[config.mk]
export PLATFORM = sky130hd
export DESIGN_NAME = pistormx_bus_master
export DESIGN_NICKNAME = d
export VERILOG_FILES = /design/src/rtl/pistormx_bus_master.sv
export SDC_FILE = /design/constraint.sdc
export NUM_CORES = 1
export LEC_CHECK = 0
export CORE_MARGIN = 5
export CORE_UTILIZATION = 50
export DETAILED_ROUTE_END_ITERATION = 12
export PLACE_DENSITY = 0.74
export SETUP_SLACK_MARGIN = 0.15
export SLEW_MARGIN = 20
export SYNTH_ARGS = -nofsm -noshare
export SYNTH_HDL_FRONTEND = slang
export SYNTH_SLANG_ARGS = --single-unit
[constraint.sdc]
create_clock -name M68K_CLK -period 6.95 [get_ports M68K_CLK]
set_input_delay 0.695 -clock M68K_CLK [delete_from_list [all_inputs] [get_ports M68K_CLK]]
set_output_delay 0.695 -clock M68K_CLK [all_outputs]
set_load 0.05 [all_outputs]
[src/rtl/pistormx_bus_master.sv]
// Pistorm'X 68000 bus master: queued Pi-side commands are run as 68000
// or 6800 bus cycles with DTACK, VPA, BERR and timeout termination.
module pistormx_bus_master #(
    parameter int ADDR_W     = 23,
    parameter int DATA_W     = 16,
    parameter int CMD_DEPTH  = 4,
    parameter int E_LOW      = 6,
    parameter int E_HIGH     = 4,
    parameter int TIMEOUT    = 255,
    parameter int DTACK_SYNC = 1
) (
    input  logic              M68K_CLK,
    input  logic              RESET_n,
    input  logic              cmd_valid,
    output logic              cmd_ready,
    input  logic [ADDR_W-1:0] cmd_addr,
    input  logic              cmd_rw,
    input  logic              cmd_sz,
    input  logic              cmd_a0,
    input  logic [DATA_W-1:0] cmd_wdata,
    output logic              rsp_valid,
    output logic [DATA_W-1:0] rsp_data,
    output logic              rsp_err,
    output logic              busy,
    output logic [ADDR_W-1:0] M68K_A,
    output logic              M68K_A_oe,
    input  logic [DATA_W-1:0] M68K_D_in,
    output logic [DATA_W-1:0] M68K_D_out,
    output logic              M68K_D_oe,
    output logic              M68K_AS_n,
    output logic              M68K_UDS_n,
    output logic              M68K_LDS_n,
    output logic              M68K_RW,
    output logic              M68K_VMA_n,
    output logic              M68K_E,
    input  logic              M68K_DTACK_n,
    input  logic              M68K_VPA_n,
    input  logic              M68K_BERR_n
);

    localparam int PTR_W = (CMD_DEPTH > 1) ? $clog2(CMD_DEPTH) : 1;
    localparam int CNT_W = PTR_W + 1;
    localparam int E_PER = E_LOW + E_HIGH;
    localparam int EC_W  = (E_PER > 1) ? $clog2(E_PER) : 1;
    localparam int TMO_W = (TIMEOUT > 0) ? $clog2(TIMEOUT + 1) : 1;
    localparam int ENT_W = ADDR_W + DATA_W + 3;

    localparam logic [CNT_W-1:0] CNT_FULL  = CNT_W'(CMD_DEPTH);
    localparam logic [EC_W-1:0]  EC_LAST   = EC_W'(E_PER - 1);
    localparam logic [EC_W-1:0]  EC_LATCH  = EC_W'(E_PER - 2);
    localparam logic [EC_W-1:0]  EC_VMA    = EC_W'(E_LOW - 4);
    localparam logic [EC_W-1:0]  EC_HI     = EC_W'(E_LOW);
    localparam logic [TMO_W-1:0] TMO_LIM   = TMO_W'(TIMEOUT);
    localparam logic [TMO_W-1:0] TMO_SAT   = '1;
    localparam bit               TMO_EN    = (TIMEOUT != 0);

    typedef enum logic [2:0] {
        S_IDLE,
        S_ADDR,
        S_STRB,
        S_WAIT,
        S_VMAW,
        S_LATCH,
        S_ERR,
        S_END
    } state_t;

    state_t r_state;
    state_t w_next;

    logic [ENT_W-1:0]  r_mem [CMD_DEPTH];
    logic [PTR_W-1:0]  r_wr_ptr;
    logic [PTR_W-1:0]  r_rd_ptr;
    logic [CNT_W-1:0]  r_count;
    logic [ENT_W-1:0]  w_head;
    logic              w_full;
    logic              w_empty;
    logic              w_push;
    logic              w_pop;

    logic [ADDR_W-1:0] r_op_addr;
    logic              r_op_rw;
    logic              r_op_sz;
    logic              r_op_a0;
    logic [DATA_W-1:0] r_op_wdata;

    logic [EC_W-1:0]   r_ecnt;
    logic [TMO_W-1:0]  r_tmo;
    logic              r_vma;
    logic              w_vma_on;
    logic              w_tmo_hit;

    logic              r_rsp_valid;
    logic              r_rsp_err;
    logic [DATA_W-1:0] r_rsp_data;

    logic [2:0]        w_term_n;
    logic              w_berr_n;
    logic              w_dtack_n;
    logic              w_vpa_n;

    logic              w_as;
    logic              w_ds;
    logic              w_wr;

    // Command queue: posted writes, no bypass into the op registers
    assign w_full  = (r_count == CNT_FULL);
    assign w_empty = (r_count == '0);
    assign w_push  = cmd_valid && !w_full;
    assign w_pop   = !w_empty && ((r_state == S_IDLE) || (r_state == S_END));
    assign w_head  = r_mem[r_rd_ptr];

    always_ff @(posedge M68K_CLK) begin
        if (w_push) begin
            r_mem[r_wr_ptr] <= {cmd_addr, cmd_rw, cmd_sz, cmd_a0, cmd_wdata};
        end
    end

    always_ff @(posedge M68K_CLK) begin
        if (!RESET_n) begin
            r_wr_ptr <= '0;
            r_rd_ptr <= '0;
            r_count  <= '0;
        end else begin
            if (w_push) begin
                r_wr_ptr <= r_wr_ptr + PTR_W'(1);
            end
            if (w_pop) begin
                r_rd_ptr <= r_rd_ptr + PTR_W'(1);
            end
            case ({w_push, w_pop})
                2'b10:   r_count <= r_count + CNT_W'(1);
                2'b01:   r_count <= r_count - CNT_W'(1);
                default: r_count <= r_count;
            endcase
        end
    end

    always_ff @(posedge M68K_CLK) begin
        if (!RESET_n) begin
            r_op_addr  <= '0;
            r_op_rw    <= 1'b1;
            r_op_sz    <= 1'b0;
            r_op_a0    <= 1'b0;
            r_op_wdata <= '0;
        end else if (w_pop) begin
            {r_op_addr, r_op_rw, r_op_sz, r_op_a0, r_op_wdata} <= w_head;
        end
    end

    generate
        if (DTACK_SYNC != 0) begin : g_sync
            logic [2:0] r_s1;
            logic [2:0] r_s2;
            always_ff @(posedge M68K_CLK) begin
                if (!RESET_n) begin
                    r_s1 <= '1;
                    r_s2 <= '1;
                end else begin
                    r_s1 <= {M68K_BERR_n, M68K_DTACK_n, M68K_VPA_n};
                    r_s2 <= r_s1;
                end
            end
            assign w_term_n = r_s2;
        end else begin : g_nosync
            assign w_term_n = {M68K_BERR_n, M68K_DTACK_n, M68K_VPA_n};
        end
    endgenerate

    assign w_berr_n  = w_term_n[2];
    assign w_dtack_n = w_term_n[1];
    assign w_vpa_n   = w_term_n[0];

    // E clock phase counter runs regardless of bus activity
    always_ff @(posedge M68K_CLK) begin
        if (!RESET_n) begin
            r_ecnt <= '0;
        end else if (r_ecnt == EC_LAST) begin
            r_ecnt <= '0;
        end else begin
            r_ecnt <= r_ecnt + EC_W'(1);
        end
    end

    always_ff @(posedge M68K_CLK) begin
        if (!RESET_n) begin
            r_tmo <= '0;
        end else if (r_state == S_ADDR) begin
            r_tmo <= '0;
        end else if ((r_state == S_WAIT) && (r_tmo != TMO_SAT)) begin
            r_tmo <= r_tmo + TMO_W'(1);
        end
    end

    assign w_tmo_hit = TMO_EN && (r_tmo == TMO_LIM);

    // VMA asserts on the E phase slot and stays low through LATCH
    assign w_vma_on = r_vma || ((r_state == S_VMAW) && (r_ecnt == EC_VMA));

    always_ff @(posedge M68K_CLK) begin
        if (!RESET_n) begin
            r_vma <= 1'b0;
        end else begin
            r_vma <= w_vma_on && ((w_next == S_VMAW) || (w_next == S_LATCH));
        end
    end

    always_ff @(posedge M68K_CLK) begin
        if (!RESET_n) begin
            r_state <= S_IDLE;
        end else begin
            r_state <= w_next;
        end
    end

    always_comb begin
        w_next = r_state;
        unique case (r_state)
            S_IDLE: begin
                if (!w_empty) begin
                    w_next = S_ADDR;
                end
            end
            S_ADDR: w_next = S_STRB;
            S_STRB: w_next = S_WAIT;
            S_WAIT: begin
                if (!w_berr_n) begin
                    w_next = S_ERR;
                end else if (!w_dtack_n) begin
                    w_next = S_LATCH;
                end else if (!w_vpa_n) begin
                    w_next = S_VMAW;
                end else if (w_tmo_hit) begin
                    w_next = S_ERR;
                end
            end
            S_VMAW: begin
                if (w_vma_on && (r_ecnt == EC_LATCH)) begin
                    w_next = S_LATCH;
                end
            end
            S_LATCH: w_next = S_END;
            S_ERR:   w_next = S_END;
            S_END: begin
                if (!w_empty) begin
                    w_next = S_ADDR;
                end else begin
                    w_next = S_IDLE;
                end
            end
            default: w_next = S_IDLE;
        endcase
    end

    always_comb begin
        w_wr = !r_op_rw;
        w_as = 1'b0;
        w_ds = 1'b0;
        unique case (r_state)
            S_STRB: begin
                w_as = 1'b1;
                w_ds = r_op_rw;
            end
            S_WAIT, S_VMAW, S_LATCH, S_ERR: begin
                w_as = 1'b1;
                w_ds = 1'b1;
            end
            default: begin
                w_as = 1'b0;
                w_ds = 1'b0;
            end
        endcase
        M68K_A_oe  = (r_state != S_IDLE);
        M68K_RW    = !(w_wr && (r_state != S_IDLE));
        M68K_D_oe  = w_wr && (r_state != S_IDLE) && (r_state != S_ADDR);
        M68K_AS_n  = !w_as;
        M68K_UDS_n = !(w_ds && !(r_op_sz && r_op_a0));
        M68K_LDS_n = !(w_ds && !(r_op_sz && !r_op_a0));
        M68K_VMA_n = !w_vma_on;
    end

    always_ff @(posedge M68K_CLK) begin
        if (!RESET_n) begin
            r_rsp_valid <= 1'b0;
            r_rsp_err   <= 1'b0;
            r_rsp_data  <= '0;
        end else begin
            r_rsp_valid <= (r_state == S_LATCH) || (r_state == S_ERR);
            r_rsp_err   <= (r_state == S_ERR);
            if ((r_state == S_LATCH) && r_op_rw) begin
                r_rsp_data <= M68K_D_in;
            end
        end
    end

    assign cmd_ready  = !w_full;
    assign busy       = !w_empty || (r_state != S_IDLE);
    assign rsp_valid  = r_rsp_valid;
    assign rsp_err    = r_rsp_err;
    assign rsp_data   = r_rsp_data;
    assign M68K_A     = r_op_addr;
    assign M68K_D_out = r_op_wdata;
    assign M68K_E     = (r_ecnt >= EC_HI);

endmodule

# After elaboration in Yosys (flattened, before gate mapping)
# Memories as Yosys holds them, arrays and structs flattened. A register that Yosys moved wholly into a read port is not among the register bits.
# Cells that the tools add are included.
op_classes:
  n_addsub: 6
  magnitude_cmp: 1
  n_eq_ne: 18
  mux: 13
  bitwise: 1
  n_reduce_logical: 39
op_table:
  columns: ["op", "n"]
  rows:
  - ["== test 3 bit, second input constant", 7]
  - ["case mux 3 bit (7 select lines)", 1]
  - ["2-to-1 mux 3 bit", 6]
  - ["logical AND 1 bit", 13]
  - ["zero test 1 bit", 12]
  - ["adder 8 x 1 -> 8 bit, second input constant", 1]
  - ["== test 4 bit, second input constant", 2]
  - ["== test 8 bit, second input constant", 1]
  - ["inequality test 8 bit, second input constant", 1]
  - ["== test 3 x 2 -> 1 bit, second input constant", 2]
  - ["zero test 3 bit", 2]
  - ["case mux 3 bit (2 select lines)", 1]
  - ["OR reduction 2 bit", 3]
  - ["logical OR 1 bit", 5]
  - ["OR reduction 5 bit", 1]
  - ["adder 2 x 1 -> 2 bit, second input constant", 2]
  - ["adder 4 x 1 -> 4 bit, second input constant", 1]
  - ["== test 4 x 2 -> 1 bit, second input constant", 1]
  - ["greater-or-equal comparator 4 x 3 -> 1 bit, second input constant", 1]
  - ["2-to-1 mux 1 bit", 4]
  - ["OR reduction 4 bit", 1]
  - ["adder 3 x 1 -> 3 bit, second input constant", 1]
  - ["== test 3 x 1 -> 1 bit, second input constant", 1]
  - ["inequality test 3 x 1 -> 1 bit, second input constant", 1]
  - ["other kinds (7)", 7]
word_totals:
  regBits: 47
  ram_bits: 168
  inputBits: 64
  output_inout_bits: 67
  memories: 1
memory_table:
  columns: ["memory", "depth", "word_bits", "read_ports", "rd_clocked_by_memory_dff", "write_ports", "line_no", "rtl"]
  rows:
  - ["r_mem", 4, 42, 1, 1, 1, "71", "logic [ENT_W-1:0] r_mem [CMD_DEPTH];"]

# Logic depth before layout (Yosys ltp)
logic_depth:
  depth_word: 9
  mapped_depth: 9

# Worst setup path after synthesis
# Ideal clock, no wire load.
synth_path:
  path_kind: "register to register"
  startpoint: "register r_count[0]"
  endpoint: "register r_count[2]"
  t_arrival_ps: 2480
  required_time_ps: 6874
  setup_slack_ps: 4394
  path_stages_with_launch: 10
  path_buffers: 0
  period_less_slack_ps: 2556
  cell_sequence: "dfxtp_1 or3b_1 and2_1 inv_1 ha_1 inv_1 fa_1 xor2_1 or3_1 a21boi_0"
synth_via:
  elab_chain_len: 5
synth_lines:
  columns: ["item", "line_no", "rtl"]
  rows:
  - ["start, declared", "74", "logic [CNT_W-1:0] r_count;"]
  - ["start signal, assigned", "132", "2'b10: r_count <= r_count + CNT_W'(1);"]
  - ["start signal, assigned", "133", "2'b01: r_count <= r_count - CNT_W'(1);"]
  - ["start signal, assigned", "134", "default: r_count <= r_count;"]
  - ["== test 3 bit *", "107", "assign w_full = (r_count == CNT_FULL);"]
  - ["zero test 1 bit *", null, null]
  - ["net cmd_ready", "15", "output logic cmd_ready,"]
  - ["logical AND 1 bit *", "109", "assign w_push = cmd_valid && !w_full;"]
  - ["== test 2 x 1 -> 1 bit or == test 2 bit (tied branches)", "131", "case ({w_push, w_pop})"]
  - ["case mux 3 bit (2 select lines) or nonzero test 2 bit (tied branches)", null, null]
# Mark *: on every way through the listed nets, which the timed path passes. The rest lies on a longest branch.
# A chain may end at the register's enable or synchronous reset.

# Worst setup path after layout
layout_path:
  startpoint: "register r_state[2]"
  endpoint: "output port M68K_LDS_n"
layout_via:
  elab_chain_len: 5
layout_lines:
  columns: ["item", "line_no", "rtl"]
  rows:
  - ["start, declared", "68", "state_t r_state;"]
  - ["start signal, assigned", "212", "r_state <= w_next;"]
  - ["== test 3 x 2 -> 1 bit or == test 3 bit (tied branches)", "259", "unique case (r_state)"]
  - ["OR reduction 4 bit", null, null]
  - ["case mux 1 bit (2 select lines) *", "259", null]
  - ["logical AND 1 bit *", "278", "M68K_LDS_n = !(w_ds && !(r_op_sz && !r_op_a0));"]
  - ["zero test 1 bit *", "278", null]
  - ["end, declared", "32", "output logic M68K_LDS_n,"]
# Every way passes the cells marked *; elsewhere a longest branch is shown, timed or not.

==> results.toml <==
[outcome]
status = "complete, no violations"

[sta]
worst_pin_slew_ps = 901.9
fin_skew_ps = 15.98
maxSlewHeadroom = 0.3987
maxSlewViolCount = 0
period_minus_slack_ps = 3249
rsz0062_at_grt = "false"
period_share = 0.4674
whs_ps = 414.9
hold_violations = 0
max_freq_mhz = 307.8
tns_ps = 0
report.final.setup_viol = 0

[placement]
hpwlAfterDp_microns = 12260
placed_area_sq_um = 11340
portBuffers = 130
gp_congestion = 0.7727

[critical_path]
arrival_ps = 2550
crit_type = "register to primary output"
worstPathRequired_ps = 6250
cp-end-kind = "primary output"
path_max_fanout = 14
start_kind = "register"

[power]
power_density_nw_per_um2 = 402.0
swShare = 0.3347
netSwitchingPower_mw = 1.651
internal_power_mw = 3.280
combPwrFrac = 0.291
p_seq_frac = 0.416
p_leak_nw = 4.407
clockPowerShare = 0.294
vdd_drop_max_uv = 327.8

[worst_hold_path]
hold_class = "register to register"

[floorplanning]
die_height_microns = 150.4
num_rows = 51
floorplan.initialDensity = 0.5062
die-area_sq_um = 22610
die_x_microns = 150.4
io_pins = 131
core_area_sq_um = 19460

[routing]
num_vias = 5745
post_drt_wl_per_cell_microns = 18.94
drc_errors = 0
drt-vias-per-instance = 5.399
wl_microns = 20160
drtAntennaViolNets = 0
dr.pass1.iters = 4
drt-initial-drc-count = 311

[clock_network]
cts-buffers-inserted = 26
cts.sinks = 257
cts_hold_buf = 0
htreeDepth = 1
cts_setup_buffers = 0
clock_latency_ps = 540
post_cts_resized = 0
cts_max_path_buffers = 3
clock-root-buffer = "clkbuf_16"
cts_tree = "built"
clkTransAtPathRegs_ps = 60

[logic_synthesis]
synth_fa_ha_area_frac = 0.01473
synthSimpleGateAreaFrac = 0.07417
ys_ff_latch = 257
synth_top_family_by_area = "multiplexers"
dominantRegCellSynth = "edfxtp_1"
yosys_warnings = 0
synth-async-reset-ratio = 0
postSynthCellCount = 658
syn_nets = 733
netlist-cell-type-count = 47
syn_area_sq_um = 9852
synth_compound_area_frac = 0.08674
synth_edf_count = 168
synthXorXnorAreaFrac = 0.007112
avgSynthCellArea_sq_um = 14.97
synth_mux_area_frac = 0.09906
seq_area_frac_synth = 0.6929

[final_layout]
area_growth_pct = 24.50
drive_above_1_share = 0.1264
fin_area_sq_um = 12270
diodes = 0
fin_nets = 854

[grt]
grt_overflow_total = 0
grt_pass1_vias = 5993
antenna_found_initial = 0
grt_max_degree = 83
grt_pass1_wl_microns = 31950
grt_usage = 0.1801

[run]
max-cap-violations = 0
## through the flow
stage	instances	setup slack, ps	utilization	power [mW]
after detailed placement	1016	4179	0.5828	3.520
after global placement	1014	4269	0.5805	3.475
after global routing	1064	3578	0.6302	5.147
after CTS	1064	3700	0.6298	4.983
after floorplan	658	4394	-	3.044
final	1064	3701	0.6302	4.931
## worst max-delay path, cell delays in order (launching register included)
cell and delay [ps]:
dfxtp_1 590, nand3_1 250, o21a_1 250, o21ai_0 110, clkdlybuf4s50_1 820
## power groups by stage
stage / Sequential (mW) / Combinational [mW] / Clock [mW]
2_1_floorplan: 2.32 / 0.721 / 0
3_3_place_gp: 2.09 / 1.39 / 0
3_5_place_dp: 2.08 / 1.44 / 0
4_1_cts: 2.06 / 1.45 / 1.48
5_1_grt: 2.08 / 1.52 / 1.55
6_report: 2.05 / 1.43 / 1.45
## Yosys cell counts, types with 3 or more instances
cell type | number | share of area
edfxtp_1 | 168 | 0.51
dfxtp_1 | 89 | 0.18
nand2_1 | 88 | 0.034
a21oi_1 | 48 | 0.024
mux4_2 | 42 | 0.096
a21o_1 | 41 | 0.031
clkbuf_1 | 26 | 0.0099
a21boi_0 | 19 | 0.014
nor2_1 | 13 | 0.0050
inv_1 | 12 | 0.0046
nand2b_1 | 11 | 0.0070
ha_1 | 10 | 0.013
o21ai_0 | 9 | 0.0046
and2_1 | 8 | 0.0051
and3_1 | 7 | 0.0044
buf_2 | 7 | 0.0036
nand3_1 | 7 | 0.0036
xor2_1 | 6 | 0.0053
buf_6 | 5 | 0.0057
mux2i_1 | 3 | 0.0030
o211ai_1 | 3 | 0.0023
or3_1 | 3 | 0.0019
## layout by cell type (no fill, tap or decap), types with 4 or more instances in the layout
cell type          n
a21boi_0          19
a21o_1            41
a21oi_1           48
and2_1             8
bufinv_16          4
clkbuf_1           4
clkbuf_16         26
clkdlybuf4s50_1  129
clkinv_2           7
dfxtp_1           87
edfxtp_1         168
ha_1              10
inv_1             12
mux4_2            42
nand2_1           87
nand2b_1          11
nand3_1            7
nor2_1            13
o21ai_0            9
xor2_1             6
## worst paths after layout
path              cells past startpoint            from  slack (ps)        endpoint
hold / removal                        1  g_sync.r_s1[1]         410  g_sync.r_s2[1]
hold reg to reg                       1  g_sync.r_s1[1]         410  g_sync.r_s2[1]
setup / recovery                      4      r_state[2]        3700      M68K_LDS_n
setup reg to reg                      4      r_state[2]        4180       M68K_A[1]
## routing by layer
layer  wire (microns)  part of all wire  GRT usage
met5                0                 0          0
met3             1295             0.064    0.03763
met4              248             0.012    0.03248
met2            10170              0.50     0.3155
met1             8442              0.42     0.2359
## final cells by class
cell class                 count  area, sq um
tap                          265        331.6
multi-input combinational    349         2798
fill                        1406         7197
inverter                      12        45.04
clock buffer                  33        706.9
sequential                   257         6832
timing repair buffer         133         1344
clock inverter                15        209.0
## state kept, by name, summed over array words and instances (netlist names)
signal       flops
g_sync.r_s1      3
rsp_err          1
r_state          3
r_ecnt           4
r_op_rw          1
rsp_valid        1
g_sync.r_s2      3
r_vma            1
r_count          3
rsp_data        16
r_rd_ptr         2
r_wr_ptr         2
M68K_A          23
M68K_D_out      16
r_op_a0          1
r_op_sz          1
r_mem          168
r_tmo            8
## cell families after synthesis
group                    count (synthesis)
flip-flops                             257
AND/OR/NAND/NOR                        153
AO/OA/AOI/OAI                          132
buffers and inverters                   52
multiplexers                            45
adder cells (fa/ha/maj)                 11
XOR/XNOR                                 8
Power figures use the tool's default switching activity.
